[config.mk]
export PLATFORM = sky130hd
export DESIGN_NAME = axis_out_fifo
export DESIGN_NICKNAME = d
export VERILOG_FILES = /design/src/rtl/axis_out_fifo.sv
export SDC_FILE = /design/constraint.sdc
export NUM_CORES = 1
export LEC_CHECK = 0
export ABC_AREA = 1
export BUFFER_PORTS_ARGS = -buffer_cell sky130_fd_sc_hd__buf_2
export CAP_MARGIN = 25
export CORE_AREA = 2 2 157 159
export DETAILED_ROUTE_END_ITERATION = 7
export DIE_AREA = 0 0 159 161
export PLACE_DENSITY = 0.8
export SLEW_MARGIN = 20
export SYNTH_ARGS = -nofsm -noshare
export SYNTH_HDL_FRONTEND = slang
export SYNTH_SLANG_ARGS = --single-unit
[constraint.sdc]
create_clock -name axis_clk -period 5.6 [get_ports axis_clk]
set_input_delay 0 -clock axis_clk [delete_from_list [all_inputs] [get_ports axis_clk]]
set_output_delay 0 -clock axis_clk [all_outputs]
set_load 0.02 [all_outputs]
[src/rtl/axis_out_fifo.sv]
// Output-side AXI-Stream FIFO behind the FIR engine. It buffers results and
// tracks frame boundaries: it counts delivered samples and flags frames whose length is wrong.
module axis_out_fifo #(
  parameter int pDATA_WIDTH = 32,
  parameter int pDEPTH      = 8
) (
  input  logic                   axis_clk,
  input  logic                   axis_rst_n,
  input  logic                   s_tvalid,
  input  logic [pDATA_WIDTH-1:0] s_tdata,
  input  logic                   s_tlast,
  output logic                   s_tready,
  output logic                   m_tvalid,
  output logic [pDATA_WIDTH-1:0] m_tdata,
  output logic                   m_tlast,
  input  logic                   m_tready,
  input  logic [31:0]            data_length,
  input  logic                   clr,
  output logic [4:0]             level,
  output logic [31:0]            out_count,
  output logic                   frame_done,
  output logic                   len_err
);

  // state  | meaning
  // IDLE   | no sample of the current frame delivered yet, out_count=0
  // STREAM | frame in progress, waiting for the tlast sample
  // DONE   | tlast sample just delivered, frame_done pulses this cycle
  typedef enum logic [1:0] {IDLE, STREAM, DONE} state_t;

  localparam int         PW   = (pDEPTH > 1) ? $clog2(pDEPTH) : 1;
  localparam logic [4:0] FULL = 5'(pDEPTH);

  logic [pDATA_WIDTH:0] mem [pDEPTH];
  logic [PW-1:0]        wr_ptr;
  logic [PW-1:0]        rd_ptr;
  logic [4:0]           level_q;
  state_t               state;
  logic                 push;
  logic                 pop;
  logic                 flush;
  logic [31:0]          cnt_next;
  logic                 len_bad;

  assign flush    = ~axis_rst_n | clr;
  assign s_tready = (level_q != FULL);
  assign m_tvalid = (level_q != 5'd0);
  assign push     = s_tvalid & s_tready;
  assign pop      = m_tvalid & m_tready;
  assign level    = level_q;

  // Head entry falls through directly; it is forced to zero while the FIFO is empty.
  assign {m_tlast, m_tdata} = m_tvalid ? mem[rd_ptr] : '0;

  // A pop in DONE already belongs to the next frame, so it counts from zero.
  always_comb begin
    cnt_next = 32'd1;
    len_bad  = 1'b0;
    if (state != DONE)
      cnt_next = out_count + 32'd1;
    if (m_tlast)
      len_bad = (cnt_next != data_length);
    else
      len_bad = (cnt_next >= data_length);
  end

  always_ff @(posedge axis_clk) begin
    if (push && !flush)
      mem[wr_ptr] <= {s_tlast, s_tdata};
  end

  always_ff @(posedge axis_clk) begin
    if (flush) begin
      wr_ptr     <= '0;
      rd_ptr     <= '0;
      level_q    <= 5'd0;
      state      <= IDLE;
      out_count  <= 32'd0;
      frame_done <= 1'b0;
      len_err    <= 1'b0;
    end else begin
      if (push)
        wr_ptr <= wr_ptr + 1'b1;
      if (pop)
        rd_ptr <= rd_ptr + 1'b1;
      if (push && !pop)
        level_q <= level_q + 5'd1;
      else if (pop && !push)
        level_q <= level_q - 5'd1;

      frame_done <= 1'b0;
      if (pop) begin
        out_count <= cnt_next;
        if (len_bad)
          len_err <= 1'b1;
        if (m_tlast) begin
          state      <= DONE;
          frame_done <= 1'b1;
        end else begin
          state <= STREAM;
        end
      end else if (state == DONE) begin
        state     <= IDLE;
        out_count <= 32'd0;
      end
    end
  end

endmodule

==> impl_metrics.env, run 1 <==
export IMPL_status="finished, final reports clean"
export IMPL_use_met1=0.3367
export IMPL_period_minus_slack_ns=3.408
export IMPL_seq_area_frac_synth=0.6288
export IMPL_setup_viol=0
export IMPL_rows=57
export IMPL_crit_top_cell="nand2_1"
export IMPL_drc=0
export IMPL_via_per_inst=5.733
export IMPL_place_inst=1812
export IMPL_grt_pass1_vias=10680
export IMPL_yosysWarnings=0
export IMPL_synth_net_count=1506
export IMPL_crit_required_ns=5.98
export IMPL_synth_edf_count=264
export IMPL_slew_headroom=0.3792
export IMPL_fmax_mhz=293.4
export IMPL_synthFlopType="edfxtp_1"
export IMPL_tritoncts="done"
export IMPL_clock_root_buffer="clkbuf_16"
export IMPL_boundaryPins=144
export IMPL_drtAntennaViolNets=0
export IMPL_cts_htree_levels=2
export IMPL_dpl_hpwl_um=19850
export IMPL_synthesis_instances=1396
export IMPL_worstReg2RegStart="state[1]"
export IMPL_crit_arrival_ns=3.79
export IMPL_grt_max_degree=92
export IMPL_cp_top_family="simple AND/OR/NAND/NOR gates"
export IMPL_post_route_cell_area_sq_um=16820
export IMPL_cp_slowest_stage_delay_ns=0.65
export IMPL_crit_path_end_kind="flop"
export IMPL_startpoint_type="flop"
export IMPL_path_max_fanout=23
export IMPL_clk_pin_slew_ns=0.06
export IMPL_cts_sinks=314
export IMPL_final_common_cell="edfxtp_1"
export IMPL_grt_overflow=0
export IMPL_place_area_sq_um=15260
export IMPL_r2r_setup_slack_ns=2.19
export IMPL_hold_depth=9
export IMPL_layout_common_cells="edfxtp_1 (264), nor2_1 (255), nand2_1 (183)"
export IMPL_grt_use_met3=0.04340
export IMPL_ys_ff_latch=314
export IMPL_min_delay_start="data_length[28]"
export IMPL_grt_pass1_wl_um=53840
export IMPL_hp_class="input pin to flop"
export IMPL_use_met2=0.4555
export IMPL_worstMarginPinSlew_ns=0.9312
export IMPL_rsz0062_at_grt="false"
export IMPL_vias=10970
export IMPL_fp_dieH_um=161
export IMPL_clk_latency_ns=0.52
export IMPL_dr_first_iter_drc_count=1169
export IMPL_grt_usage=0.2633
export IMPL_criticalPathCategory="flop to flop"
export IMPL_final_layout_size_suffix_gt1_frac=0.1687
export IMPL_skew_ns=0.01945
export IMPL_power_leakage_nw=6.438
export IMPL_antenna_found_initial=0
export IMPL_start_util=0.5926
export IMPL_dieArea_sq_um=25600
export IMPL_insertedDiodeCount=0
export IMPL_hold_end="len_err"
export IMPL_cap_violations=0
export IMPL_critPathBufInv=2
export IMPL_finalCritPeriodShare=0.6086
export IMPL_cp_cell_sequence="inv_1 > nor2_2 > inv_1 > and3_1 > ha_1 > nand2_1 > nor2_1 > nand2_1 > nor2_1 > nand2_1 > nor3_1 > nor2_1 > nand2_1 > a21oi_1"
export IMPL_numCtsBuffers=34
export IMPL_finalHoldViolations=0
export IMPL_wl_um=34570
export IMPL_slew_viol_final=0
export IMPL_syn_area_sq_um=14200
export IMPL_syn_to_final_growth_pct=18.42
export IMPL_place_congestion=0.9100
export IMPL_reg2regPathDepth=14
export IMPL_drtPass1Iterations=5
export IMPL_grt_busiest_layer="met2"
export IMPL_setup_tns_final_ns=0
export IMPL_wl_per_cell_um=18.07
export IMPL_layout_cells_non_filler=1913
export IMPL_async_flop_share=0
export IMPL_p_per_area_nw_per_um2=345.2
export IMPL_portBuffers=143
export IMPL_utilization=0.7018
export IMPL_whs_ns=0.2550
export IMPL_core_sq_um=23960
export IMPL_cp_slowest_cell="nor2_2"
export IMPL_nets=1673
export IMPL_die_w_um=159
export IMPL_ys_top_cells_by_area="edfxtp_1 (56%), dfxtp_1 (7.0%), nor2_1 (6.8%), o21ai_0 (6.1%), nand2_1 (4.8%)"
export IMPL_clock_path_buffers=3
export IMPL_synth_cell_type_count=39
export IMPL_synth_top_area_frac=0.5583
export IMPL_syn_avg_cell_area_sq_um=10.17
export IMPL_synth_area_leader_cell="edfxtp_1"
export IMPL_timing_rr_end="len_err"
export IMPL_peakVddDrop_uv=354.6
## synth_stat cells (11+ instances only)
cell and n:
nor2_1 259, o21ai_0 173, nand2_1 183, a31oi_1 33
dfxtp_1 50, nand3_1 28, ha_1 39, a21oi_1 70
inv_2 11, edfxtp_1 264, nor3_1 16, inv_1 95
o22ai_1 32, buf_2 14, clkbuf_1 46, nand4_1 13
## power by group
group / leakage, nW / internal (mW) / switching, mW
logic: 3.09 / 0.278 / 0.649
clock network: 0.565 / 1.40 / 0.896
registers: 2.78 / 2.56 / 0.0265
## layer usage
metal  part of all wire  vias to the layer above
met1               0.39                     5169
met3              0.081                       93
met2               0.50                      516
met4              0.030                        0
met5                  0                        -
li1                   -                     5189
## worst register-to-register path: stages, from the launching register on
cell and delay (ns):
dfxtp_1 0.34, inv_1 0.05, nor2_2 0.65, inv_1 0.62, and3_1 0.38, ha_1 0.29
nand2_1 0.07, nor2_1 0.13, nand2_1 0.12, nor2_1 0.14, nand2_1 0.11, nor3_1 0.18
nor2_1 0.06, nand2_1 0.07, a21oi_1 0.05
## registers in the layout (all words and copies together), names as in the netlist, named ones only
signal and cells:
frame_done 1, len_err 1, level 5, mem 264, out_count 32, rd_ptr 3, state 2, wr_ptr 3
## through the flow
stage	setup slack, ns	power, mW
final	2.192	5.806
after global routing	1.942	5.998
after CTS	1.913	5.807
after detailed placement	2.268	3.514
after global placement	2.349	3.491
after floorplan	1.648	3.211
## area by class of cell
cell class | instances | area (sq um)
Clock inverter | 15 | 188.9
Sequential cell | 314 | 8934
Inverter | 107 | 405.4
Timing Repair Buffer | 198 | 1276
Multi-Input combinational cell | 908 | 4644
Clock buffer | 47 | 962.2
Fill cell | 1670 | 7147
Tap cell | 324 | 405.4
## cells by family after synthesis
logic type | synth area share
compound gates | 0.1249
simple gates | 0.1605
buf+inv | 0.04767
xor+xnor | 0.002468
fa+ha+maj | 0.03577
flops | 0.6288
## worst max-delay path by stage
stage / from / to / cells after the start
after detailed placement: level[0] / level[4] / 13
after global placement: level[0] / level[4] / 13
after global routing: state[1] / len_err / 14
final: state[1] / len_err / 14
after CTS: flop / m_tdata[7] / 7
after floorplan: level[0] / mem[0][0] / 6
## what timing repair did
item / 4_1_cts / 5_1_grt
endpoints found under the hold margin: 279 / 0
gates resized for setup: 0 / 0
setup buffers: 0 / 0
hold buffers: 38 / 0
Power figures use the tool's default switching activity.
==> run 2, diff against run 1 <==
--- a/config.mk
+++ b/config.mk
@@ -8,10 +8,10 @@
 export ABC_AREA = 1
 export BUFFER_PORTS_ARGS = -buffer_cell sky130_fd_sc_hd__buf_2
 export CAP_MARGIN = 25
-export CORE_AREA = 2 2 157 159
+export CORE_AREA = 2 2 159 161
 export DETAILED_ROUTE_END_ITERATION = 7
-export DIE_AREA = 0 0 159 161
-export PLACE_DENSITY = 0.8
+export DIE_AREA = 0 0 161 163
+export PLACE_DENSITY = 0.79
 export SLEW_MARGIN = 20
 export SYNTH_ARGS = -nofsm -noshare
 export SYNTH_HDL_FRONTEND = slang
==> constraint.sdc (replaced) <==
create_clock -name axis_clk -period 3.5 [get_ports axis_clk]
set_input_delay 0 -clock axis_clk [delete_from_list [all_inputs] [get_ports axis_clk]]
set_output_delay 0 -clock axis_clk [all_outputs]
set_load 0.02 [all_outputs]
==> run 2 against run 1 <==
Net effect:
- global-route usage is 0.32 points lower
- core utilization is 2.4 points lower
- sequential cell count stayed put
- sequential power is 60% higher
- final cell count is 0.47% higher
- worst hold slack worse by 0.030 ns
- combinational power is 61% higher
- sequential share of layout area is 0.31 points higher
==> impl_metrics.env, run 2 (synthesis results as in run 1) <==
export IMPL_crit_path_end_kind="output pin"
export IMPL_start_util=0.5755
export IMPL_layout_common_cells="edfxtp_1 (264), nor2_1 (255), nand2_1 (183)"
export IMPL_syn_to_final_growth_pct=17.74
export IMPL_critPathBufInv=3
export IMPL_place_area_sq_um=15340
export IMPL_dpl_hpwl_um=19750
export IMPL_multi_input_area_sq_um=4644
export IMPL_grt_use_met3=0.03972
export IMPL_use_met2=0.4563
export IMPL_clk_latency_ns=0.57
export IMPL_fin_ws_ns=0.4249
export IMPL_clock_root_buffer="clkbuf_16"
export IMPL_grt_pass1_vias=10720
export IMPL_seq_area_sq_um=8934
export IMPL_wl_per_cell_um=17.82
export IMPL_p_per_area_nw_per_um2=530.7
export IMPL_rsz0062_at_grt="false"
export IMPL_final_common_cell="edfxtp_1"
export IMPL_cp_top_family="buffers and inverters"
export IMPL_pre_cts_slack_ns=0.6024
export IMPL_antenna_found_initial=1
export IMPL_finalHoldViolations=0
export IMPL_total_power_mw=8.872
export IMPL_wl_um=34260
export IMPL_core_sq_um=24670
export IMPL_dr_first_iter_drc_count=949
export IMPL_grt_max_degree=61
export IMPL_clk_pin_slew_ns=0.06
export IMPL_place_congestion=0.9157
export IMPL_top_register="mem"
export IMPL_layout_cells_non_filler=1922
export IMPL_drtPass1Iterations=5
export IMPL_place_inst=1827
export IMPL_worstMarginPinSlew_ns=0.8220
export IMPL_cts_resized=0
export IMPL_crit_required_ns=3.50
export IMPL_fp_dieH_um=163
export IMPL_path_max_fanout=49
export IMPL_largest_register_ffs=264
export IMPL_use_met1=0.3292
export IMPL_cp_cell_sequence="clkinv_2 > buf_4 > o21ai_0 > o22ai_1 > o21ai_0 > a31oi_1 > buf_2"
export IMPL_boundaryPins=144
export IMPL_via_per_inst=5.638
export IMPL_cap_violations=0
export IMPL_post_cts_setup_buffers=0
export IMPL_criticalPathCategory="flop to output pin"
export IMPL_cp_slowest_cell="clkinv_2"
export IMPL_die_w_um=161
export IMPL_final_layout_size_suffix_gt1_frac=0.1741
export IMPL_min_delay_start="s_tdata[17]"
export IMPL_vias=10840
export IMPL_cp_slowest_stage_delay_ns=0.62
export IMPL_setup_viol=0
export IMPL_power_leakage_nw=6.395
export IMPL_grt_pass1_wl_um=53930
export IMPL_rows=58
export IMPL_hp_class="input pin to flop"
export IMPL_portBuffers=143
export IMPL_peakVddDrop_uv=486.9
export IMPL_worstReg2RegStart="out_count[23]"
export IMPL_slew_headroom=0.4514
export IMPL_post_route_cell_area_sq_um=16720
export IMPL_tritoncts="done"
export IMPL_cts_sinks=314
export IMPL_whs_ns=0.2249
export IMPL_startpoint_type="flop"
export IMPL_slew_viol_final=0
export IMPL_grt_usage=0.2601
export IMPL_clock_path_buffers=3
export IMPL_drc=0
export IMPL_nets=1678
export IMPL_grt_overflow=0
export IMPL_hold_buffers=38
export IMPL_dieArea_sq_um=26240
export IMPL_crit_arrival_ns=3.08
export IMPL_cts_htree_levels=1
export IMPL_nFillCells=1782
export IMPL_grt_busiest_layer="met2"
export IMPL_finalCritPeriodShare=0.8786
export IMPL_period_minus_slack_ns=3.075
export IMPL_fmax_mhz=325.2
export IMPL_skew_ns=0.01770
export IMPL_drtAntennaViolNets=0
export IMPL_status="finished, final reports clean"
export IMPL_numCtsBuffers=31
export IMPL_crit_top_cell="o21ai_0"
## run 2: layer usage
| metal | vias up | wire [um] |
|---|---|---|
| li1 | 5198 | - |
| met1 | 5073 | 13600 |
| met2 | 495 | 17050 |
| met3 | 70 | 2861 |
| met4 | 0 | 744 |
| met5 | - | 0 |
## run 2: through the flow
stage	utilization	TNS [ns]
floorplan	-	-59.70
global placement	0.6216	0
detailed placement	0.6216	0
CTS	0.6775	0
global route	0.6776	0
finish	0.6776	0
## run 2: layout make-up
| class | instances | area share |
|---|---|---|
| diodes | 1 | 0.0001497 |
| clock inverters | 25 | 0.01332 |
| well taps | 330 | 0.02470 |
| flip-flops and latches | 314 | 0.5344 |
| clock buffers | 31 | 0.04640 |
| inverters | 107 | 0.02425 |
| multi-input cells | 908 | 0.2778 |
| repair buffers | 206 | 0.07903 |
## run 2: final timing paths
kind | to | slack [ns] | cells after the start
setup / recovery | m_tdata[7] | 0.42 | 7
hold / removal | mem[4][17] | 0.22 | 2
setup reg to reg | len_err | 0.56 | 19
hold reg to reg | flop | 0.46 | 1
## run 2: worst reg2reg max path, cell delays in order (launching register included)
cell,delay [ns]
dfxtp_1,0.48
nand2_1,0.13
inv_1,0.10
nand3_1,0.14
nor2_1,0.22
nand2_1,0.07
nor2_1,0.20
nand3_1,0.10
nand2_1,0.10
nor2_2,0.05
ha_1,0.32
nand2_1,0.07
nor2_1,0.17
nand2_1,0.07
nor2_1,0.13
nand2_1,0.08
nor3_1,0.18
nor2_1,0.06
nand2_1,0.06
a21oi_1,0.05
## run 2: where the power goes
group / switching (mW) / internal, mW / total [mW]
Sequential: 0.0447 / 4.09 / 4.14
Clock: 1.40 / 1.84 / 3.24
Combinational: 1.04 / 0.459 / 1.49
Total: 2.48 / 6.39 / 8.87
==> run 3, diff against run 2 <==
--- a/config.mk
+++ b/config.mk
@@ -7,11 +7,12 @@
 export LEC_CHECK = 0
 export ABC_AREA = 1
 export BUFFER_PORTS_ARGS = -buffer_cell sky130_fd_sc_hd__buf_2
-export CAP_MARGIN = 25
+export CAP_MARGIN = 0
 export CORE_AREA = 2 2 159 161
 export DETAILED_ROUTE_END_ITERATION = 7
 export DIE_AREA = 0 0 161 163
 export PLACE_DENSITY = 0.79
+export REMOVE_ABC_BUFFERS = 1
 export SLEW_MARGIN = 20
 export SYNTH_ARGS = -nofsm -noshare
 export SYNTH_HDL_FRONTEND = slang
==> run 3 against run 2 <==
Net effect:
- setup slack better by 0.15 ns
- critical path depth up 11
- wire length about the same
- final area down 0.17%
- core utilization down 0.12 points
- clock skew down 0.0025 ns
- power about the same
- global-route usage down 0.36 points
- sequential share of layout area up 0.092 points
- clock-buffer cell count up 3
- largest power group unchanged
==> impl_metrics.env, run 3 (synthesis results as in run 1) <==
export IMPL_status="finished, final reports clean"
export IMPL_grt_max_degree=134
export IMPL_dieArea_sq_um=26240
export IMPL_place_congestion=0.9239
export IMPL_setup_viol=0
export IMPL_dpl_hpwl_um=20140
export IMPL_grt_overflow=0
export IMPL_cp_slowest_cell="dfxtp_1"
export IMPL_rsz0062_at_grt="false"
export IMPL_cts_resized=0
export IMPL_hp_class="input pin to flop"
export IMPL_core_sq_um=24670
export IMPL_fmax_mhz=341.4
export IMPL_grt_pass1_vias=10400
export IMPL_crit_arrival_ns=3.37
export IMPL_wl_um=34270
export IMPL_clk_latency_ns=0.58
export IMPL_drc=0
export IMPL_vias=10840
export IMPL_cp_slowest_stage_delay_ns=0.41
export IMPL_grt_pass1_wl_um=53090
export IMPL_fin_ws_ns=0.5708
export IMPL_startpoint_type="flop"
export IMPL_slew_viol_final=0
export IMPL_period_minus_slack_ns=2.929
export IMPL_cp_top_family="simple AND/OR/NAND/NOR gates"
export IMPL_dr_first_iter_drc_count=949
export IMPL_start_util=0.5755
export IMPL_die_w_um=161
export IMPL_boundaryPins=144
export IMPL_criticalPathCategory="flop to flop"
export IMPL_numCtsBuffers=31
export IMPL_portBuffers=143
export IMPL_clk_pin_slew_ns=0.06
export IMPL_rows=58
export IMPL_final_layout_size_suffix_gt1_frac=0.1727
export IMPL_largest_register_ffs=264
export IMPL_total_power_mw=8.863
export IMPL_worstMarginPinSlew_ns=0.9026
export IMPL_finalCritPeriodShare=0.8369
export IMPL_crit_required_ns=3.94
export IMPL_cts_sinks=314
export IMPL_finalHoldViolations=0
export IMPL_top_register="mem"
export IMPL_pre_cts_slack_ns=0.6516
export IMPL_final_common_cell="edfxtp_1"
export IMPL_whs_ns=0.2204
export IMPL_slew_headroom=0.3983
export IMPL_p_per_area_nw_per_um2=531.1
export IMPL_nets=1677
export IMPL_cts_htree_levels=1
export IMPL_drtAntennaViolNets=0
export IMPL_path_max_fanout=6
export IMPL_post_route_cell_area_sq_um=16690
export IMPL_place_area_sq_um=15300
export IMPL_fp_dieH_um=163
export IMPL_grt_usage=0.2565
export IMPL_cp_cell_sequence="ha_1 > nand2_2 > nor2_4 > inv_4 > nor3_2 > nand3_1 > nand2_1 > nor2_1 > ha_1 > nand2_1 > nor2_1 > nand2_1 > nor2_1 > nand2_1 > nor3_1 > nor2_1 > nand2_1 > a21oi_1"
export IMPL_skew_ns=0.01523
export IMPL_cap_violations=0
export IMPL_clock_path_buffers=3
export IMPL_tritoncts="done"
export IMPL_critPathBufInv=1
export IMPL_utilization=0.6764
export IMPL_layout_common_cells="edfxtp_1 (264), nor2_1 (255), nand2_1 (183)"
export IMPL_wl_per_cell_um=17.81
export IMPL_crit_top_cell="nand2_1"
export IMPL_drtPass1Iterations=5
export IMPL_syn_to_final_growth_pct=17.53
export IMPL_clock_root_buffer="clkbuf_16"
export IMPL_peakVddDrop_uv=501.9
export IMPL_via_per_inst=5.635
export IMPL_power_leakage_nw=6.391
export IMPL_crit_path_end_kind="flop"
export IMPL_antenna_found_initial=1
[run 3: per-stage QoR]
step | setup TNS, ns | cells
final | 0 | 1924
after floorplan | -95.52 | 1329
after global routing | 0 | 1923
after CTS | 0 | 1922
after global placement | 0 | 1826
after detailed placement | 0 | 1826
[run 3: worst paths after layout]
check                                startpoint  endpoint  slack (ns)  depth (start not counted)
worst min-delay path            data_length[27]   len_err        0.22                         11
worst max-delay path               out_count[1]   len_err        0.57                         18
worst max register to register     out_count[1]   len_err        0.57                         18
worst min register to register        rd_ptr[2]      flop        0.46                          1
[run 3: worst register-to-register path: cells and delay by family (launching register included)]
kind | cells | cell delay (ns)
AOI/OAI and AO/OA | 1 | 0.05
DFF | 1 | 0.41
buffers and inverters | 1 | 0.08
and+or+nand+nor | 14 | 1.69
adders and majority gates | 2 | 0.54
[run 3: cell type report]
class | instances | area (sq um)
Antenna cell | 2 | 5.005
Clock buffer | 34 | 787.0
Clock inverter | 24 | 212.7
Fill cell | 1819 | 7984
Inverter | 107 | 405.4
Multi-Input combinational cell | 908 | 4644
Sequential cell | 314 | 8934
Tap cell | 330 | 412.9
Timing Repair Buffer | 205 | 1289
[run 3: power by group]
group | switching [mW] | internal, mW
sequential | 0.0286 | 4.09
clock | 1.41 | 1.85
combinational | 1.03 | 0.454
[run 3: repair_timing]
item                                    4_1_cts  5_1_grt
hold buffers                                 38        0
buffers inserted                              0        0
hold endpoints to repair                    280        0
endpoints found under the setup margin        0        0
[run 3: routing by layer]
| layer | up-vias | track usage | routed length (um) |
|---|---|---|---|
| met5 | - | 0 | 0 |
| met4 | 0 | 0.09943 | 935 |
| met3 | 79 | 0.03667 | 2732 |
| met2 | 486 | 0.4487 | 17050 |
| met1 | 5076 | 0.3257 | 13550 |
| li1 | 5200 | - | - |
